**src/rtl/wb_initiator.sv**
```systemverilog
// ---------------------------------------------------------------------------
// wb_initiator
//
// Turns single register commands (read or write, 2-bit address, 8-bit data)
// into one bus handshake with a simple responder, then hands back a single
// response carrying the read data and a timeout flag.
//
// Parameters
//   TIMEOUT_CYCLES  max cycles waited for any wb_ack edge (2..65535)
//   RD_SETTLE       cycles from observed wb_ack to wb_data_in capture (0..15)
//
// Ports
//   clk, reset            system clock, synchronous active-high reset
//   cmd_valid/cmd_ready   command handshake; cmd_we (1 = write), cmd_addr,
//                         cmd_wdata
//   rsp_valid/rsp_ready   response handshake; rsp_rdata, rsp_timeout
//   busy                  high whenever the initiator is not idle
//   wb_addr, wb_data_out  bus address / write data
//   wb_we                 bus direction, LOW = write, HIGH = read
//   wb_stb, wb_clk        strobe and cycle qualifier, raised and dropped together
//   wb_data_in, wb_ack    responder read data and acknowledge
// ---------------------------------------------------------------------------
module wb_initiator #(
   parameter int TIMEOUT_CYCLES = 1000,
   parameter int RD_SETTLE      = 2
) (
   input  logic       clk,
   input  logic       reset,
   input  logic       cmd_valid,
   output logic       cmd_ready,
   input  logic       cmd_we,
   input  logic [1:0] cmd_addr,
   input  logic [7:0] cmd_wdata,
   output logic       rsp_valid,
   input  logic       rsp_ready,
   output logic [7:0] rsp_rdata,
   output logic       rsp_timeout,
   output logic       busy,
   output logic [1:0] wb_addr,
   output logic [7:0] wb_data_out,
   input  logic [7:0] wb_data_in,
   output logic       wb_we,
   output logic       wb_stb,
   output logic       wb_clk,
   input  logic       wb_ack
);

   typedef enum logic [2:0] {IDLE, REQ, SETTLE, RELEASE, RESP} state_t;

   localparam logic [15:0] TIMEOUT_LAST = 16'(TIMEOUT_CYCLES - 1);
   localparam logic [15:0] SETTLE_LAST  = 16'(RD_SETTLE - 1);

   state_t      state, next_state;
   logic [15:0] count, count_d;
   logic        cmd_we_q, cmd_we_d;

   logic       cmd_ready_d, busy_d, rsp_valid_d, rsp_timeout_d;
   logic       wb_stb_d, wb_clk_d, wb_we_d;
   logic [7:0] rsp_rdata_d, wb_data_out_d;
   logic [1:0] wb_addr_d;

   // State register: every output is a flop loaded from the values the
   // output logic prepares for the upcoming state.
   always_ff @(posedge clk) begin
      if (reset) begin
         state       <= IDLE;
         count       <= '0;
         cmd_we_q    <= 1'b0;
         cmd_ready   <= 1'b0;
         busy        <= 1'b0;
         rsp_valid   <= 1'b0;
         rsp_rdata   <= '0;
         rsp_timeout <= 1'b0;
         wb_stb      <= 1'b0;
         wb_clk      <= 1'b0;
         wb_we       <= 1'b1;
         wb_addr     <= '0;
         wb_data_out <= '0;
      end else begin
         state       <= next_state;
         count       <= count_d;
         cmd_we_q    <= cmd_we_d;
         cmd_ready   <= cmd_ready_d;
         busy        <= busy_d;
         rsp_valid   <= rsp_valid_d;
         rsp_rdata   <= rsp_rdata_d;
         rsp_timeout <= rsp_timeout_d;
         wb_stb      <= wb_stb_d;
         wb_clk      <= wb_clk_d;
         wb_we       <= wb_we_d;
         wb_addr     <= wb_addr_d;
         wb_data_out <= wb_data_out_d;
      end
   end

   // Next-state logic. The acknowledge is level sensitive, so an ack that is
   // already high on the first REQ cycle is taken immediately. With no
   // settle delay a read skips SETTLE and captures in the ack cycle.
   always_comb begin
      next_state = state;
      case (state)
         IDLE:    if (cmd_valid && cmd_ready) next_state = REQ;
         REQ: begin
            if (wb_ack) begin
               if (cmd_we_q || RD_SETTLE == 0) next_state = RELEASE;
               else                            next_state = SETTLE;
            end else if (count == TIMEOUT_LAST) begin
               next_state = RESP;
            end
         end
         SETTLE:  if (count == SETTLE_LAST) next_state = RELEASE;
         RELEASE: if (!wb_ack || count == TIMEOUT_LAST) next_state = RESP;
         RESP:    if (rsp_ready) next_state = IDLE;
         default: next_state = IDLE;
      endcase
   end

   // Output logic: computes the next value of every registered output from
   // the current state and the transition being taken. The counter restarts
   // on every state change and saturates instead of wrapping.
   always_comb begin
      cmd_ready_d   = (next_state == IDLE);
      busy_d        = (next_state != IDLE);
      cmd_we_d      = cmd_we_q;
      rsp_valid_d   = rsp_valid;
      rsp_rdata_d   = rsp_rdata;
      rsp_timeout_d = rsp_timeout;
      wb_stb_d      = wb_stb;
      wb_clk_d      = wb_clk;
      wb_we_d       = wb_we;
      wb_addr_d     = wb_addr;
      wb_data_out_d = wb_data_out;

      if (next_state != state)   count_d = '0;
      else if (count != 16'hFFFF) count_d = count + 16'd1;
      else                        count_d = count;

      case (state)
         IDLE: begin
            if (next_state == REQ) begin
               cmd_we_d      = cmd_we;
               wb_addr_d     = cmd_addr;
               wb_data_out_d = cmd_wdata;
               wb_we_d       = ~cmd_we;
               wb_stb_d      = 1'b1;
               wb_clk_d      = 1'b1;
               rsp_rdata_d   = '0;
               rsp_timeout_d = 1'b0;
            end
         end
         REQ: begin
            if (next_state == RESP) begin
               wb_stb_d      = 1'b0;
               wb_clk_d      = 1'b0;
               rsp_valid_d   = 1'b1;
               rsp_timeout_d = 1'b1;
               rsp_rdata_d   = '0;
            end else if (next_state == RELEASE) begin
               wb_stb_d = 1'b0;
               wb_clk_d = 1'b0;
               if (!cmd_we_q) rsp_rdata_d = wb_data_in;
            end
         end
         SETTLE: begin
            if (next_state == RELEASE) begin
               wb_stb_d    = 1'b0;
               wb_clk_d    = 1'b0;
               rsp_rdata_d = wb_data_in;
            end
         end
         RELEASE: begin
            if (next_state == RESP) begin
               rsp_valid_d   = 1'b1;
               rsp_timeout_d = wb_ack;
            end
         end
         RESP: begin
            if (next_state == IDLE) rsp_valid_d = 1'b0;
         end
         default: ;
      endcase
   end

endmodule

```
**config.mk**
```make
export PLATFORM = sky130hd
export DESIGN_NAME = wb_initiator
export DESIGN_NICKNAME = d
export VERILOG_FILES = /design/src/rtl/wb_initiator.sv
export SDC_FILE = /design/constraint.sdc
export NUM_CORES = 1
export LEC_CHECK = 0
export BUFFER_PORTS_ARGS = -buffer_cell sky130_fd_sc_hd__buf_4
export CAP_MARGIN = 20
export CORE_ASPECT_RATIO = 1.75
export CORE_MARGIN = 5
export CORE_UTILIZATION = 30
export DETAILED_ROUTE_END_ITERATION = 6
export GPL_ROUTABILITY_DRIVEN = 0
export PLACE_DENSITY = 0.48
export SYNTH_ARGS = -nofsm -noshare
export SYNTH_HDL_FRONTEND = slang
export SYNTH_SLANG_ARGS = --single-unit
export TNS_END_PERCENT = 20
```
**constraint.sdc**
```tcl
create_clock -name clk -period 2.23 [get_ports clk]
set_input_delay 0.1115 -clock clk [delete_from_list [all_inputs] [get_ports clk]]
set_output_delay 0.1115 -clock clk [all_outputs]
set_load 0.05 [all_outputs]
```
==> results.yml, run 1 <==
die:
  core_um2: 7182
  initial_core_util: 0.3042
  die_y_um: 122.9
  die_w_um: 74.51
  num_io_pins: 49
  dieArea_um2: 9156
  rows: 41
clocking:
  cts.clk_slew.worst_paths_ns: 0.06
  cts_buffers: 5
  clock_path_buffers: 2
  ctsHoldBuffers: 0
  clock_sinks: 45
  clk_latency_ns: 0.29
  postCtsSetupBuffers: 0
  h-tree-depth: 2
  cts_resized: 0
  cts_root_buf: "clkbuf_16"
  cts_tree: "yes"
logic_synthesis:
  synth.largest_area_cell: "dfxtp_1"
  synth-edff-count: 0
  yosys.area_share.adder: 0.01145
  async_flop_share: 0
  syn-num-nets: 291
  yosys_warnings: 0
  synth_ff_type: "dfxtp_1"
  synth_top_area_frac: 0.4124
  synth-compound-area-share: 0.1861
  yosys.area_share.simple: 0.2743
  synth_seq_cells: 45
  muxShareOfSynthArea: 0.009164
  netlist_area_um2: 2185
  ys_seq_area_frac: 0.4124
  netlist_top_cells_count: "dfxtp_1 (45), nor2_1 (30), nand2_1 (28)"
  netlist_instances: 265
  synth_top_family_by_area: "simple AND/OR/NAND/NOR gates"
  synth-xor-area-share: 0.05212
  syn_avg_cell_area_um2: 8.244
  synth.distinct_cells: 49
  yosysMostFrequentCell: "dfxtp_1"
  synth.area.top_cells: "dfxtp_1 (41%), nor2_1 (5.2%), nand2_1 (4.8%), nor3_1 (4.6%), a21oi_1 (4.1%)"
finish:
  nets: 353
  areaGrowthSynthToFinish_pct: 34.02
  n_antenna_cell: 0
  drive_above_1_share: 0.2713
  final_cells: 414
drt:
  vias: 2140
  drcViolationCount: 0
  drt_iter0_markers: 147
  ant_nets: 0
  routed_wl_um: 6553
  viasPerCell: 5.169
  wire_per_inst_um: 15.83
  dr.pass1.iters: 4
grt:
  grt_antenna_before_repair: 0
  grt_pass1_wl_um: 10510
  grt_pass1_vias: 2068
  grt_use_total: 0.1528
  grt_max_degree: 31
  overflow: 0
timing:
  setup_tns_ns: 0
  fin_crit_sh: 0.9637
  skew_ns: 0.003103
  layout_min_cycle_time_ns: 2.149
  slew_headroom: 0.5505
  rsz0062_at_grt: "yes"
  setup_viol: 0
  tightest_slew_ns: 0.6713
  drv_slew: 0
  hold_viol_final: 0
  timing.fmax_ghz: 0.4653
critical_path:
  cp_max_fo: 5
  criticalPathCategory: "reg -> reg"
  arrival_ns: 2.34
  required_ns: 2.43
  worstSetupEndpointType: "flip-flop"
  crit_path_start_kind: "flip-flop"
  reg2regPathDepth: 5
power:
  p_leak_nw: 1.180
  irDropWorstVdd_mv: 0.3193
  p_per_area_nw_per_um2: 794.5
hold_path:
  min_path_cells: 2
  min_path_type: "in -> reg"
placement:
  dp_cells: 406
  dp.final_hpwl_um: 5026
  io_buffers: 48
run_status:
  status: "finished clean"
flow_run:
  max-cap-violations: 0
-- stage by stage --
stage	setup WS (ns)	instance area (um^2)	power, mW	hold WS [ns]	utilization
CTS	0.01339	2895	2.355	0.05763	0.4031
finish	0.08096	2928	2.326	0.06505	0.4077
global route	-0.006077	2928	2.458	0.06237	0.4077
global placement	0.05584	2753	1.612	0.3595	0.3833
floorplan	0.09589	2185	1.378	0.2276	-
detailed placement	0.03244	2753	1.616	0.3644	0.3833
-- flip-flops by register name, summed over array words and instances (netlist names), 2 cells and up --
signal / count
state: 3
rsp_rdata: 8
wb_addr: 2
count: 16
wb_data_out: 8
-- placed cells by master (no fill, tap or decap), drive strengths merged, types with 3 or more instances in the layout --
cell type   n
a211oi      4
a21oi      18
a311oi      9
and3        7
buf        69
clkbuf      5
dfxtp      45
inv        13
nand2      28
nand3       6
nand4       4
nor2       30
nor3       20
nor4        4
o2111ai     3
o211ai      3
o21a        3
o21ai       7
or4         4
xnor2       4
xor2        9
-- routing by layer --
layer  vias up  share of wire  global-route usage
met5         -              0                   0
met4         0          0.022             0.06236
met3        11          0.050             0.03115
met2        54           0.57              0.2913
met1      1007           0.36              0.1542
li1       1068              -                   -
-- worst paths after layout --
check / start / to / slack [ns]
worst max register to register: count[15] / rsp_valid / 0.08
worst max-delay path: count[15] / rsp_valid / 0.08
worst min register to register: wb_data_out[7] / wb_data_out[7] / 0.45
worst min-delay path: rsp_ready / rsp_valid / 0.07
-- cell type report --
class,count,area (um^2)
inverters,13,48.80
repair buffers,69,530.5
flip-flops and latches,45,900.9
clock inverters,3,17.52
well taps,86,107.6
clock buffers,5,125.1
fillers,770,4254
multi-input cells,193,1197
-- kinds of logic (layout without fill, tap and decap cells) --
family                   after synthesis  after routing
adder cells (fa/ha/maj)                2              2
AND/OR/NAND/NOR                      119            119
XOR/XNOR                              13             13
flip-flops                            45             45
buffers and inverters                 27             90
AO/OA/AOI/OAI                         57             57
multiplexers                           2              2
-- power by group --
group	switching, mW	leakage (nW)	total, mW	internal (mW)
Clock	0.317	0.0696	0.728	0.411
Sequential	0.0531	0.365	0.922	0.869
Combinational	0.412	0.745	0.676	0.265
Total	0.781	1.18	2.33	1.54
-- worst max-delay path, stage by stage, from the launching register on --
cell and delay [ns]:
dfxtp_1 0.31, or4_1 0.61, or4_4 0.61, o21bai_2 0.18, a21oi_1 0.08, a311oi_1 0.26
Power figures use the tool's default switching activity.
==> run 2: changes to the inputs <==
--- a/config.mk
+++ b/config.mk
@@ -12,7 +12,7 @@
 export CORE_UTILIZATION = 30
 export DETAILED_ROUTE_END_ITERATION = 6
 export GPL_ROUTABILITY_DRIVEN = 0
-export PLACE_DENSITY = 0.48
+export PLACE_DENSITY = 0.46
 export SYNTH_ARGS = -nofsm -noshare
 export SYNTH_HDL_FRONTEND = slang
 export SYNTH_SLANG_ARGS = --single-unit
==> constraint.sdc (replaced) <==
create_clock -name clk -period 2.1 [get_ports clk]
set_input_delay 0.105 -clock clk [delete_from_list [all_inputs] [get_ports clk]]
set_output_delay 0.105 -clock clk [all_outputs]
set_load 0.05 [all_outputs]
==> run 2 against run 1 <==
  * Clock skew up 0.0032 ns
  * Non-clock buffer count up 13
  * Sequential power up 4.7%
  * Register-to-register slack worse by 0.07 ns
  * Combinational power up 26%
  * Flip-flop and latch count unchanged
==> results.yml, run 2 (synthesis gave the netlist of run 1 again) <==
drt:
  wire_per_inst_um: 15.40
  wl_met2_um: 3774
  dr.pass1.iters: 4
  wl_met3_um: 299
  routed.top_layer: "met4"
  drcViolationCount: 0
  wl_met1_um: 2380
  routed_wl_um: 6607
  ant_nets: 0
  vias: 2213
  drt_iter0_markers: 154
  viasPerCell: 5.159
power:
  p_comb_frac: 0.332
  p_per_area_nw_per_um2: 821.7
  p_sw_frac: 0.3300
  intPower_mw: 1.726
  irDropWorstVdd_mv: 0.3886
  p_seq_frac: 0.375
  p_leak_nw: 1.263
  power.switching_mw: 0.8499
  p_clk_frac: 0.294
die:
  die_w_um: 74.51
  core_um2: 7182
  dieArea_um2: 9156
  num_io_pins: 49
  rows: 41
  die_y_um: 122.9
  initial_core_util: 0.3042
timing:
  setup_tns_ns: 0
  slew_headroom: 0.6439
  tightest_slew_ns: 0.5303
  timing.fmax_ghz: 0.4796
  setup_viol: 0
  rsz0062_at_grt: "yes"
  layout_min_cycle_time_ns: 2.085
  fin_crit_sh: 0.9929
  hold_viol_final: 0
  skew_ns: 0.006283
  drv_slew: 0
placement:
  placed_cell_area_um2: 2831
  dp.final_hpwl_um: 5006
  io_buffers: 48
finish:
  regMostFlops: "count"
  final_cell_area_um2: 3134
  num-fill-cells: 764
  final_cell_mix: "buf_4 (80), dfxtp_1 (42), nor2_1 (30), nand2_1 (28), a21oi_1 (18)"
  largest_register_ffs: 16
  nets: 368
  n_antenna_cell: 0
  multi_input_area_um2: 1311
  final_common_cell: "buf_4"
  drive_above_1_share: 0.3528
  ff_latch_area_um2: 904.6
  largest_registers: "count (16), rsp_rdata (8), wb_data_out (8)"
  areaGrowthSynthToFinish_pct: 43.47
critical_path:
  worstSetupEndpointType: "flip-flop"
  cpPeakStageDelay_ns: 0.45
  reg2regPathDepth: 7
  required_ns: 2.28
  r2r_start: "count[1]"
  cp-startpoint: "count[1]"
  cp_slowest_cell: "or4b_4"
  arrival_ns: 2.26
  criticalPathCategory: "reg -> reg"
  critical_path.cell_chain: "inv_1 -> ha_1 -> or4b_4 -> or3_4 -> o21a_4 -> o31a_1 -> o21a_1"
  cp_max_fo: 6
  crit_path_start_kind: "flip-flop"
clocking:
  cts_root_buf: "clkbuf_16"
  h-tree-depth: 2
  clock_path_buffers: 2
  clock_sinks: 45
  cts_tree: "yes"
  cts.clk_slew.worst_paths_ns: 0.06
  ctsHoldBuffers: 0
  clk_latency_ns: 0.28
  cts_buffers: 5
grt:
  overflow: 0
  grt_pass1_wl_um: 10120
  grt_use_total: 0.1447
  grt_antenna_before_repair: 0
  grt_max_degree: 31
  grt_pass1_vias: 2085
hold_path:
  min_path_cells: 2
  min_path_type: "in -> reg"
  hp-start: "rsp_ready"
flow_run:
  max-cap-violations: 0
run_status:
  status: "finished clean"
-- run 2: cell types whose count changed in the layout (fill, tap and decap cells not counted), moves of 2 or more --
cell      before  now
buf_4         68   80
buf_6          0    2
dfxtp_1       45   42
nor3_2         2    8
a311oi_1       9    4
a311oi_2       0    5
nor3_1        18   12
dfxtp_2        0    3
-- run 2: power by group through the flow --
| stage | Sequential, mW | Clock (mW) | Combinational, mW |
|---|---|---|---|
| finish | 0.965 | 0.756 | 0.854 |
| global route | 0.974 | 0.808 | 0.931 |
| CTS | 0.964 | 0.784 | 0.791 |
| detailed placement | 0.983 | 0 | 0.766 |
| global placement | 0.982 | 0 | 0.765 |
| floorplan | 1.12 | 0 | 0.348 |
-- run 2: path summary, 6_finish.rpt --
path	slack, ns	end
hold / removal	0.06	rsp_valid
setup / recovery	0.01	wb_stb
setup reg to reg	0.01	wb_stb
hold reg to reg	0.45	wb_data_out[2]
-- run 2: per-stage QoR --
stage          cells  power, mW  hold WS, ns    util  worst slack (ns)
2_1_floorplan    265      1.466       0.2211       -          -0.02037
3_3_place_gp     418      1.747       0.3577  0.3943          -0.09698
3_5_place_dp     418      1.749       0.3572  0.3943           -0.1035
4_1_cts          426      2.539      0.05773  0.4183          -0.03194
5_1_grt          429      2.713      0.06785  0.4364          -0.07736
6_report         429      2.576      0.06152  0.4364           0.01494
-- run 2: final cells by class --
cell class                      count  area share
Clock buffer                        6     0.04112
Inverter                           13     0.01557
Clock inverter                      2    0.003194
Sequential cell                    45      0.2886
Multi-Input combinational cell    195      0.4184
Tap cell                           86     0.03433
Timing Repair Buffer               82      0.1988
-- run 2: metal layers --
layer  up-vias  global-route usage
met5         -                   0
met4         0             0.06570
met3         9             0.02377
met2        46              0.2709
met1      1050              0.1511
li1       1108                   -
-- run 2: timing repair --
action	4_1_cts	5_1_grt
setup buffers	0	1
resized for setup	6	21
setup endpoints to repair	10	28
pin swaps	1	11
gates cloned	0	2
-- run 2: critical path: cells and delay by family (launching register included) --
family,cells,cell delay (ns)
flops,1,0.32
simple gates,2,0.81
buf+inv,1,0.04
fa+ha+maj,1,0.11
compound gates,3,0.69
